==> config.mk <==
export PLATFORM = sky130hd
export DESIGN_NAME = id_operand_stage_flat
export DESIGN_NICKNAME = d
export VERILOG_FILES = /design/src/rtl/id_operand_if.sv /design/src/rtl/id_operand_stage.sv /design/src/flat_wrapper.sv
export SDC_FILE = /design/constraint.sdc
export NUM_CORES = 1
export LEC_CHECK = 0
export ABC_AREA = 1
export ABC_CLOCK_PERIOD_IN_PS = 2700
export BUFFER_PORTS_ARGS = -buffer_cell sky130_fd_sc_hd__buf_2
export CAP_MARGIN = 20
export CORE_AREA = 2 2 153 155
export DETAILED_ROUTE_END_ITERATION = 16
export DIE_AREA = 0 0 155 157
export PLACE_DENSITY_LB_ADDON = 0.05
export REMOVE_ABC_BUFFERS = 1
export SLEW_MARGIN = 30
export SYNTH_ARGS = -nofsm -noshare
export SYNTH_HDL_FRONTEND = slang
export SYNTH_SLANG_ARGS = --single-unit
==> constraint.sdc <==
create_clock -name clk -period 2.7 [get_ports clk]
set_clock_uncertainty 0.05 [all_clocks]
set_input_delay 0.135 -clock clk [delete_from_list [all_inputs] [get_ports clk]]
set_output_delay 0.135 -clock clk [all_outputs]
set_load 0.02 [all_outputs]
==> src/rtl/id_operand_if.sv <==
// ============================================================================
// id_operand_if : IF/regfile/forwarding/EX bundle around the decode operand stage
// Rev 1.0
// ============================================================================
`default_nettype none

interface id_operand_if #(
  parameter int DATA_W  = 32,
  parameter int ADDR_W  = 5,
  parameter int NUM_FWD = 3,
  parameter int PC_W    = 32
);
  logic                      in_valid;
  logic                      in_ready;
  logic [PC_W-1:0]           in_pc;
  logic [31:0]               in_inst;
  logic                      flush;
  logic [ADDR_W-1:0]         rs_addr;
  logic [ADDR_W-1:0]         rt_addr;
  logic [DATA_W-1:0]         rf_rdata1;
  logic [DATA_W-1:0]         rf_rdata2;
  logic [NUM_FWD-1:0]        fwd_we;
  logic [NUM_FWD*ADDR_W-1:0] fwd_waddr;
  logic [NUM_FWD*DATA_W-1:0] fwd_wdata;
  logic [NUM_FWD-1:0]        fwd_pending;
  logic                      out_valid;
  logic                      out_ready;
  logic [PC_W-1:0]           out_pc;
  logic [31:0]               out_inst;
  logic [DATA_W-1:0]         out_src1;
  logic [DATA_W-1:0]         out_src2;
  logic                      stall_req;

  // master is the operand stage itself; slave is the surrounding pipeline
  modport master (
    input  in_valid, in_pc, in_inst, flush, rf_rdata1, rf_rdata2,
           fwd_we, fwd_waddr, fwd_wdata, fwd_pending, out_ready,
    output in_ready, rs_addr, rt_addr, out_valid, out_pc, out_inst,
           out_src1, out_src2, stall_req
  );

  modport slave (
    output in_valid, in_pc, in_inst, flush, rf_rdata1, rf_rdata2,
           fwd_we, fwd_waddr, fwd_wdata, fwd_pending, out_ready,
    input  in_ready, rs_addr, rt_addr, out_valid, out_pc, out_inst,
           out_src1, out_src2, stall_req
  );
endinterface

`default_nettype wire

==> src/rtl/id_operand_stage.sv <==
// ============================================================================
// id_operand_stage : decode holding register with N-source forwarding and load-use
// interlock. Optional perf counters under ID_PERF_CNT_EN.   Rev 1.0
// ============================================================================
`default_nettype none

module id_operand_stage #(
  parameter int DATA_W  = 32,
  parameter int ADDR_W  = 5,
  parameter int NUM_FWD = 3,
  parameter int PC_W    = 32
) (
  input  logic              clk,
  input  logic              rst,
  id_operand_if.master      bus
`ifdef ID_PERF_CNT_EN
  ,
  output logic [31:0]       perf_stall_cnt,
  output logic [31:0]       perf_fwd_cnt
`endif
);

  typedef enum logic [1:0] {
    ST_EMPTY = 2'd0,
    ST_FULL  = 2'd1,
    ST_STALL = 2'd2
  } state_t;

  state_t            state_q, state_d;
  logic [PC_W-1:0]   pc_q, pc_d;
  logic [31:0]       inst_q, inst_d;

  logic [ADDR_W-1:0] rs_addr, rt_addr;
  logic [DATA_W-1:0] src1, src2;
  logic              hit1, hit2, haz1, haz2;
  logic              hazard, out_valid, out_fire, in_ready, in_fire;

  assign rs_addr = ADDR_W'(inst_q[25:21]);
  assign rt_addr = ADDR_W'(inst_q[20:16]);

  // Walk oldest to youngest so the lowest matching index ends up winning.
  always_comb begin
    src1 = bus.rf_rdata1;
    src2 = bus.rf_rdata2;
    hit1 = 1'b0;
    hit2 = 1'b0;
    haz1 = 1'b0;
    haz2 = 1'b0;
    for (int i = NUM_FWD - 1; i >= 0; i--) begin
      if (bus.fwd_we[i] && (bus.fwd_waddr[i*ADDR_W +: ADDR_W] == rs_addr)) begin
        src1 = bus.fwd_wdata[i*DATA_W +: DATA_W];
        hit1 = 1'b1;
        haz1 = bus.fwd_pending[i];
      end
      if (bus.fwd_we[i] && (bus.fwd_waddr[i*ADDR_W +: ADDR_W] == rt_addr)) begin
        src2 = bus.fwd_wdata[i*DATA_W +: DATA_W];
        hit2 = 1'b1;
        haz2 = bus.fwd_pending[i];
      end
    end
    if (rs_addr == '0) begin
      src1 = '0;
      hit1 = 1'b0;
      haz1 = 1'b0;
    end
    if (rt_addr == '0) begin
      src2 = '0;
      hit2 = 1'b0;
      haz2 = 1'b0;
    end
  end

  assign hazard    = (state_q != ST_EMPTY) && (haz1 || haz2);
  assign out_valid = (state_q != ST_EMPTY) && !hazard && !bus.flush;
  assign out_fire  = out_valid && bus.out_ready;
  assign in_ready  = (state_q == ST_EMPTY) || out_fire;
  assign in_fire   = bus.in_valid && in_ready && !bus.flush;

  always_comb begin
    state_d = state_q;
    pc_d    = pc_q;
    inst_d  = inst_q;
    if (bus.flush) begin
      state_d = ST_EMPTY;
    end else if (in_fire) begin
      state_d = ST_FULL;
      pc_d    = bus.in_pc;
      inst_d  = bus.in_inst;
    end else if (out_fire) begin
      state_d = ST_EMPTY;
    end else if (hazard) begin
      state_d = ST_STALL;
    end else if (state_q == ST_STALL) begin
      state_d = ST_FULL;
    end
  end

  always_ff @(posedge clk or negedge rst) begin
    if (!rst) begin
      state_q <= ST_EMPTY;
      pc_q    <= '0;
      inst_q  <= '0;
    end else begin
      state_q <= state_d;
      pc_q    <= pc_d;
      inst_q  <= inst_d;
    end
  end

  assign bus.in_ready  = in_ready;
  assign bus.rs_addr   = rs_addr;
  assign bus.rt_addr   = rt_addr;
  assign bus.out_valid = out_valid;
  assign bus.out_pc    = pc_q;
  assign bus.out_inst  = inst_q;
  assign bus.out_src1  = src1;
  assign bus.out_src2  = src2;
  assign bus.stall_req = hazard;

`ifdef ID_PERF_CNT_EN
  logic [31:0] stall_cnt_q, stall_cnt_d;
  logic [31:0] fwd_cnt_q, fwd_cnt_d;

  always_comb begin
    stall_cnt_d = stall_cnt_q;
    fwd_cnt_d   = fwd_cnt_q;
    if (hazard && (stall_cnt_q != 32'hFFFF_FFFF)) begin
      stall_cnt_d = stall_cnt_q + 32'd1;
    end
    if (out_fire && (hit1 || hit2) && (fwd_cnt_q != 32'hFFFF_FFFF)) begin
      fwd_cnt_d = fwd_cnt_q + 32'd1;
    end
  end

  always_ff @(posedge clk or negedge rst) begin
    if (!rst) begin
      stall_cnt_q <= '0;
      fwd_cnt_q   <= '0;
    end else begin
      stall_cnt_q <= stall_cnt_d;
      fwd_cnt_q   <= fwd_cnt_d;
    end
  end

  assign perf_stall_cnt = stall_cnt_q;
  assign perf_fwd_cnt   = fwd_cnt_q;
`endif

endmodule

`default_nettype wire

==> src/flat_wrapper.sv <==
// flat-port wrapper written by rule: the top's interface ports become plain ports
module id_operand_stage_flat 
#(
  parameter int DATA_W  = 32,
  parameter int ADDR_W  = 5,
  parameter int NUM_FWD = 3,
  parameter int PC_W    = 32
)
  (clk, rst, bus_in_valid, bus_in_pc, bus_in_inst, bus_flush, bus_rf_rdata1, bus_rf_rdata2, bus_fwd_we, bus_fwd_waddr, bus_fwd_wdata, bus_fwd_pending, bus_out_ready, bus_in_ready, bus_rs_addr, bus_rt_addr, bus_out_valid, bus_out_pc, bus_out_inst, bus_out_src1, bus_out_src2, bus_stall_req);
  id_operand_if #(.DATA_W(DATA_W), .ADDR_W(ADDR_W), .NUM_FWD(NUM_FWD), .PC_W(PC_W)) bus_i ();
  input  logic clk;
  input  logic rst;
  input wire logic [$bits(bus_i.in_valid)-1:0] bus_in_valid;
  input wire logic [$bits(bus_i.in_pc)-1:0] bus_in_pc;
  input wire logic [$bits(bus_i.in_inst)-1:0] bus_in_inst;
  input wire logic [$bits(bus_i.flush)-1:0] bus_flush;
  input wire logic [$bits(bus_i.rf_rdata1)-1:0] bus_rf_rdata1;
  input wire logic [$bits(bus_i.rf_rdata2)-1:0] bus_rf_rdata2;
  input wire logic [$bits(bus_i.fwd_we)-1:0] bus_fwd_we;
  input wire logic [$bits(bus_i.fwd_waddr)-1:0] bus_fwd_waddr;
  input wire logic [$bits(bus_i.fwd_wdata)-1:0] bus_fwd_wdata;
  input wire logic [$bits(bus_i.fwd_pending)-1:0] bus_fwd_pending;
  input wire logic [$bits(bus_i.out_ready)-1:0] bus_out_ready;
  output wire logic [$bits(bus_i.in_ready)-1:0] bus_in_ready;
  output wire logic [$bits(bus_i.rs_addr)-1:0] bus_rs_addr;
  output wire logic [$bits(bus_i.rt_addr)-1:0] bus_rt_addr;
  output wire logic [$bits(bus_i.out_valid)-1:0] bus_out_valid;
  output wire logic [$bits(bus_i.out_pc)-1:0] bus_out_pc;
  output wire logic [$bits(bus_i.out_inst)-1:0] bus_out_inst;
  output wire logic [$bits(bus_i.out_src1)-1:0] bus_out_src1;
  output wire logic [$bits(bus_i.out_src2)-1:0] bus_out_src2;
  output wire logic [$bits(bus_i.stall_req)-1:0] bus_stall_req;
  assign bus_i.in_valid = bus_in_valid;
  assign bus_i.in_pc = bus_in_pc;
  assign bus_i.in_inst = bus_in_inst;
  assign bus_i.flush = bus_flush;
  assign bus_i.rf_rdata1 = bus_rf_rdata1;
  assign bus_i.rf_rdata2 = bus_rf_rdata2;
  assign bus_i.fwd_we = bus_fwd_we;
  assign bus_i.fwd_waddr = bus_fwd_waddr;
  assign bus_i.fwd_wdata = bus_fwd_wdata;
  assign bus_i.fwd_pending = bus_fwd_pending;
  assign bus_i.out_ready = bus_out_ready;
  assign bus_in_ready = bus_i.in_ready;
  assign bus_rs_addr = bus_i.rs_addr;
  assign bus_rt_addr = bus_i.rt_addr;
  assign bus_out_valid = bus_i.out_valid;
  assign bus_out_pc = bus_i.out_pc;
  assign bus_out_inst = bus_i.out_inst;
  assign bus_out_src1 = bus_i.out_src1;
  assign bus_out_src2 = bus_i.out_src2;
  assign bus_stall_req = bus_i.stall_req;
  id_operand_stage #(.DATA_W(DATA_W), .ADDR_W(ADDR_W), .NUM_FWD(NUM_FWD), .PC_W(PC_W)) u_core (.clk(clk), .rst(rst), .bus(bus_i));
endmodule
==> flow_metrics.env, run 1 <==
export IMPL_slowest_delay_ns=0.47
export IMPL_grt_pass1_wl_um=41900
export IMPL_rsz0062_at_grt="yes"
export IMPL_finalCriticalPeriod_ns=2.57
export IMPL_worstPathArrival_ns=2.39
export IMPL_comb_power_share_pct=52.2
export IMPL_drtAntennaViolNets=0
export IMPL_gp_congestion=0.886
export IMPL_numPlacedInstances=1589
export IMPL_power_frac_seq_pct=25.4
export IMPL_holdCritStartpoint="bus_in_pc[1]"
export IMPL_worst_path_buf_inv=3
export IMPL_h_tree_depth=3
export IMPL_die_area_um2=24300
export IMPL_fmax_mhz=389
export IMPL_switching_share_pct=45.2
export IMPL_p_int_w=0.00321
export IMPL_syn_inst=968
export IMPL_ff2ff_setup_slack_ns=0.42
export IMPL_wl_met2_um=13900
export IMPL_cts_buffers=9
export IMPL_die_h_um=157
export IMPL_fillers=2546
export IMPL_timing_rr_end="u_core.bus.out_inst[8]"
export IMPL_setup_ws_ns=0.129
export IMPL_clockBufferDepth=2
export IMPL_postSynthAreaPerCell_um2=5.81
export IMPL_synth_area_leaders="dfrtp_1, nand2_1, inv_1"
export IMPL_hold_depth=3
export IMPL_cpMaxStageDelayCell="dfrtp_2"
export IMPL_vias=7785
export IMPL_drive_gt1_share_pct=33.0
export IMPL_vias_per_cell=4.65
export IMPL_ff_latch_area_um2=1660
export IMPL_yosysSeqAreaShare_pct=29.4
export IMPL_drtIter0Drc=352
export IMPL_drt_pass1_iter_count=5
export IMPL_die_x_um=155
export IMPL_whs_endpoint="u_core.bus.out_pc[1]"
export IMPL_clk_latency_ns=0.33
export IMPL_met3_length_um=1900
export IMPL_netlist_area_leader_share_pct=29.4
export IMPL_crit_fanout=33
export IMPL_p_leak_nw=5.13
export IMPL_synth_distinct_cells=22
export IMPL_dp_hpwl_um=20300
export IMPL_ios=391
export IMPL_setup_viol=0
export IMPL_fin_util_pct=39.2
export IMPL_start_util_pct=25.0
export IMPL_numClockSinks=66
export IMPL_port_buffers=390
export IMPL_start_kind="flop"
export IMPL_hp_class="primary input to flop"
export IMPL_p_sw_w=0.00265
export IMPL_worstRegToRegCells=12
export IMPL_nNetsFinal=1626
export IMPL_hold_viol_final=0
export IMPL_grt_usage_pct=21.9
export IMPL_ir_drop_v=0.000408
export IMPL_worstSetupPathType="flop to output port"
export IMPL_status="complete, no violations"
export IMPL_clk_pin_slew_ns=0.06
export IMPL_area_growth_pct=56.8
export IMPL_drc=0
export IMPL_pwr_share_clk_pct=22.3
export IMPL_multi_input_area_um2=3150
export IMPL_path_delay_family="simple AND/OR/NAND/NOR gates"
export IMPL_cp_end_kind="output port"
export IMPL_worst_pin_slew_ns=0.458
export IMPL_total_power_w=0.00586
export IMPL_top_layer="met5"
export IMPL_startpoint="u_core.bus.out_inst[19]"
export IMPL_layout_cells_non_filler=1673
export IMPL_cts_root_buf="clkbuf_16"
export IMPL_holdWs_ns=0.0109
export IMPL_yosys_warnings=0
export IMPL_maxCapViolCount=0
export IMPL_rows=55
export IMPL_crit_chain="clkbuf_2, a21oi_1, nand4_1, nor2_4, a21oi_1, nand2_1, nand4_1, nand2_2, buf_12, buf_2"
export IMPL_slew_headroom_pct=69.5
export IMPL_grt_max_degree=67
export IMPL_reg2reg_from="u_core.bus.out_inst[19]"
export IMPL_powerDensity_nw_per_um2=664
export IMPL_cts_tree="built"
export IMPL_synth_area_um2=5630
export IMPL_slew_violations=0
export IMPL_wl_per_cell_um=16.8
export IMPL_period_share_pct=95.2
export IMPL_wl_met1_um=11500
export IMPL_core_area_um2=22500
export IMPL_wl_um=28100
export IMPL_required_ns=2.52
export IMPL_preCtsSetupSlack_ns=0.340
export IMPL_antenna_found_initial=10
export IMPL_gr_total_overflow=0
export IMPL_grt_pass1_vias=7528
export IMPL_synth_top_area_cell="dfrtp_1"
export IMPL_ys_seq_elements=66
## logic make-up (layout without fill, tap and decap cells)
logic type / Yosys count / in the layout / share of synthesized area, %
buffers and inverters: 205 / 618 / 15.5
XOR/XNOR: 4 / 4 / 0.623
AND/OR/NAND/NOR: 489 / 489 / 35.0
AO/OA/AOI/OAI: 204 / 204 / 19.6
other: 0 / 7 / 0
flip-flops: 66 / 66 / 29.4
## state kept, by name (all words and copies together) (netlist names)
| signal | count |
|---|---|
| u_core.bus.out_inst | 32 |
| u_core.bus.out_pc | 32 |
| u_core.state_q | 2 |
## final cells by class
type / instances / share of cell area, %
timing repair buffer: 474 / 31.9
antenna: 7 / 0.199
inverter: 128 / 5.45
clock inverter: 4 / 0.823
tap: 285 / 4.04
sequential: 66 / 18.9
clock buffer: 12 / 3.02
multi-input combinational: 697 / 35.7
## per-layer routing
metal	vias up	GRT usage, %
li1	3906	-
met1	3474	26.3
met2	350	38.6
met3	49	3.96
met4	6	9.04
met5	-	0
## cell usage in the layout (no fill, tap or decap), types with 7 or more instances in the layout
cell	Yosys	routed
a21oi_1	69	69
a31oi_1	64	64
buf_2	2	390
buf_4	18	15
clkbuf_16	0	10
dfrtp_1	66	56
dfrtp_2	0	10
diode_2	0	7
dlygate4sd3_1	0	58
inv_1	125	125
nand2_1	318	317
nand3_1	72	70
nor2_1	86	83
o21ai_0	67	66
## worst register-to-register path, stage by stage, from the launching register on
cell       delay, ns
dfrtp_2         0.47
clkbuf_2        0.17
a21oi_1         0.17
nand4_1         0.15
nor2_4          0.17
a21oi_1         0.09
nand2_1         0.09
nand4_1         0.16
nand2_2         0.16
buf_4           0.14
clkbuf_16       0.22
nand3_1         0.10
nand2_1         0.09
## how the worst max path moves through the flow
stage | to | slack (ns) | cells past startpoint
2_1_floorplan | u_core.bus.out_inst[0] | -2.88 | 11
3_3_place_gp | bus_in_ready | 0.33 | 12
3_5_place_dp | bus_in_ready | 0.34 | 12
4_1_cts | bus_in_ready | 0.01 | 12
5_1_grt | bus_in_ready | -0.06 | 10
6_report | bus_in_ready | 0.13 | 10
## power by group through the flow
stage          registers [W]  clock network, W  logic, W
2_1_floorplan        0.00183                 0   0.00136
3_3_place_gp         0.00150                 0   0.00297
3_5_place_dp         0.00149                 0   0.00298
4_1_cts              0.00148           0.00133   0.00304
5_1_grt              0.00154           0.00139   0.00337
6_report             0.00149           0.00131   0.00306
## cells in the mapped netlist
| cell | instances |
|---|---|
| nand4_1 | 5 |
| buf_6 | 4 |
| buf_2 | 2 |
| buf_1 | 12 |
| o21ai_0 | 67 |
| nand3_1 | 72 |
| nand2_1 | 318 |
| inv_2 | 3 |
| nand2_2 | 1 |
| dfrtp_1 | 66 |
| o22ai_1 | 1 |
| nor2_1 | 86 |
| clkbuf_1 | 41 |
| nor2_4 | 2 |
| a21oi_1 | 69 |
| xnor2_1 | 4 |
| a31oi_1 | 64 |
| nor3_1 | 3 |
| nand3b_1 | 2 |
| o21ai_1 | 3 |
| buf_4 | 18 |
| inv_1 | 125 |
## through the flow
step | cell area (um^2) | setup TNS, ns
6_report | 8820 | 0
5_1_grt | 8820 | -0.0617
4_1_cts | 8730 | 0
3_5_place_dp | 7810 | 0
3_3_place_gp | 7810 | 0
2_1_floorplan | 5240 | -234.63
## timing repair
action,in CTS,in global routing
hold endpoints to repair,123,0
gates resized for setup,2,14
pin swaps,0,1
setup buffers,0,2
hold buffers,58,0
setup endpoints to repair,2,60
cloned,0,1
Power figures use the tool's default switching activity.
==> run 2: changes to the inputs <==
--- a/config.mk
+++ b/config.mk
@@ -5,7 +5,7 @@
 export SDC_FILE = /design/constraint.sdc
 export NUM_CORES = 1
 export LEC_CHECK = 0
-export ABC_AREA = 1
+export ABC_AREA = 0
 export ABC_CLOCK_PERIOD_IN_PS = 2700
 export BUFFER_PORTS_ARGS = -buffer_cell sky130_fd_sc_hd__buf_2
 export CAP_MARGIN = 20
==> flow_metrics.env, run 2 <==
export IMPL_gp_congestion=0.862
export IMPL_wl_um=30200
export IMPL_cpMostUsedCell="buf_4"
export IMPL_ir_drop_v=0.000471
export IMPL_hold_viol_final=0
export IMPL_numClockSinks=66
export IMPL_drive_gt1_share_pct=40.9
export IMPL_final_cell_mix="buf_2, a21oi_1, mux2i_1"
export IMPL_cpMaxStageDelayCell="dfrtp_2"
export IMPL_vias=7708
export IMPL_ys_async_sr_fraction_pct=100
export IMPL_fmax_mhz=378
export IMPL_drc=0
export IMPL_antenna_found_initial=8
export IMPL_synth_edff_count=0
export IMPL_hold_depth=3
export IMPL_gr_total_overflow=0
export IMPL_grt_pass1_vias=7493
export IMPL_die_area_um2=24300
export IMPL_netlist_area_leader_share_pct=24.8
export IMPL_ys_seq_elements=66
export IMPL_ff2ff_setup_slack_ns=0.34
export IMPL_drtAntennaViolNets=0
export IMPL_worstSetupPathType="flop to output port"
export IMPL_slew_violations=0
export IMPL_worst_path_buf_inv=5
export IMPL_cp_end_kind="output port"
export IMPL_port_buffers=390
export IMPL_synth_distinct_cells=34
export IMPL_clockBufferDepth=2
export IMPL_maxCapViolCount=0
export IMPL_worstRegToRegCells=8
export IMPL_rows=55
export IMPL_wl_per_cell_um=20.6
export IMPL_synth_ff_type="dfrtp_1"
export IMPL_worstPathArrival_ns=2.46
export IMPL_yosys_warnings=0
export IMPL_grt_max_degree=65
export IMPL_core_area_um2=22500
export IMPL_dp_hpwl_um=21400
export IMPL_holdCritStartpoint="bus_in_inst[27]"
export IMPL_cts_root_buf="clkbuf_16"
export IMPL_fin_util_pct=42.6
export IMPL_slowest_delay_ns=0.44
export IMPL_synth_top_area_cell="dfrtp_1"
export IMPL_synth_area_leaders="dfrtp_1, mux2i_1, a21oi_1"
export IMPL_clk_latency_ns=0.33
export IMPL_final_common_cell="buf_2"
export IMPL_grt_usage_pct=23.0
export IMPL_setup_viol=0
export IMPL_nNetsFinal=1424
export IMPL_synth_area_um2=6670
export IMPL_period_share_pct=97.9
export IMPL_start_util_pct=29.6
export IMPL_vias_per_cell=5.26
export IMPL_holdWs_ns=0.0402
export IMPL_cts_tree="built"
export IMPL_yosysMostFrequentCell="a21oi_1"
export IMPL_cts_buffers=9
export IMPL_drtIter0Drc=409
export IMPL_yosysSeqAreaShare_pct=24.8
export IMPL_h_tree_depth=3
export IMPL_postSynthAreaPerCell_um2=8.15
export IMPL_clk_pin_slew_ns=0.06
export IMPL_hp_class="primary input to flop"
export IMPL_powerDensity_nw_per_um2=931
export IMPL_start_kind="flop"
export IMPL_drt_pass1_iter_count=5
export IMPL_syn_inst=819
export IMPL_whs_endpoint="u_core.bus.out_inst[27]"
export IMPL_grt_pass1_wl_um=43900
export IMPL_timing_rr_end="u_core.bus.out_inst[1]"
export IMPL_slew_headroom_pct=46.6
export IMPL_crit_fanout=21
export IMPL_area_growth_pct=43.7
export IMPL_reg2reg_from="u_core.bus.out_inst[24]"
export IMPL_worst_pin_slew_ns=0.798
export IMPL_die_x_um=155
export IMPL_die_h_um=157
export IMPL_ios=391
export IMPL_crit_chain="buf_4, xnor2_2, nand4_1, buf_4, buf_4, bufbuf_16, nor2_1, a211o_1, a21boi_0, buf_2"
export IMPL_status="complete, no violations"
export IMPL_required_ns=2.52
export IMPL_finalCriticalPeriod_ns=2.64
export IMPL_synth_top_cells_by_count="a21oi_1, mux2i_1, dfrtp_1, a22o_1, clkbuf_1"
export IMPL_path_delay_family="buffers and inverters"
export IMPL_p_leak_nw=4.49
run 2: metal layers:
metal  routed length (um)  vias to the layer above  part of all wire [%]  GRT usage (%)
met3                 2340                       42                   7.7           6.36
met2                15400                      298                    51           42.2
met1                11800                     3631                    39           26.2
met5                   57                        -                  0.19              0
li1                     -                     3727                     -              -
met4                  557                       10                   1.8           6.53
run 2: tightest hold or removal path, delay by kind of cell:
family | cells | cell delay (ns)
AOI/OAI and AO/OA | 1 | 0.05
muxes | 1 | 0.10
buffers and inverters | 1 | 0.09
run 2: cells by family after synthesis:
family | share of synthesized area (%)
AOI/OAI and AO/OA | 35.1
xor gates and xnor gates | 3.94
buffers and inverters | 7.11
DFF | 24.8
muxes | 19.2
and+or+nand+nor | 9.92
run 2: layout make-up:
type	instances	area, um^2
Clock inverter	2	35.0
Multi-Input combinational cell	657	4650
Tap cell	285	357
Fill cell	2321	12900
Sequential cell	66	1660
Clock buffer	13	270
Antenna cell	3	7.51
Timing Repair Buffer	439	2600
Inverter	1	3.75
run 2: stage by stage:
stage	setup slack [ns]	TNS, ns	total power [W]	instance area [um^2]	instances
3_5_place_dp	0.147	0	0.00742	8930	1430
2_1_floorplan	-5.48	-408.83	0.00554	6200	724
5_1_grt	-0.0294	-0.166	0.00952	9590	1466
6_report	0.0574	0	0.00892	9590	1466
3_3_place_gp	0.179	0	0.00742	8930	1430
4_1_cts	0.00125	0	0.00883	9380	1453
run 2: worst max path at each step:
stage	startpoint	end	depth (start not counted)
floorplan	u_core.bus.out_inst[16]	bus_in_ready	6
global placement	u_core.bus.out_inst[16]	u_core.bus.out_pc[11]	8
detailed placement	u_core.bus.out_inst[16]	u_core.bus.out_inst[26]	8
CTS	u_core.bus.out_inst[23]	bus_out_src1[19]	8
global route	u_core.bus.out_inst[20]	bus_out_src2[11]	9
finish	u_core.bus.out_inst[18]	bus_out_src2[25]	10
run 2: repair_timing:
item,in CTS,in global routing
endpoints found under the setup margin,19,67
hold buffers,2,0
gates resized for setup,13,37
gates cloned,2,3
pin swaps,2,6
endpoints found under the hold margin,21,0
buffers inserted,4,7
run 2: report_power, final:
part / internal (W) / leakage [nW] / switching [W]
registers: 0.00150 / 0.782 / 0.000533
clock network: 0.000784 / 0.152 / 0.000436
logic: 0.00240 / 3.56 / 0.00326
total: 0.00469 / 4.49 / 0.00423
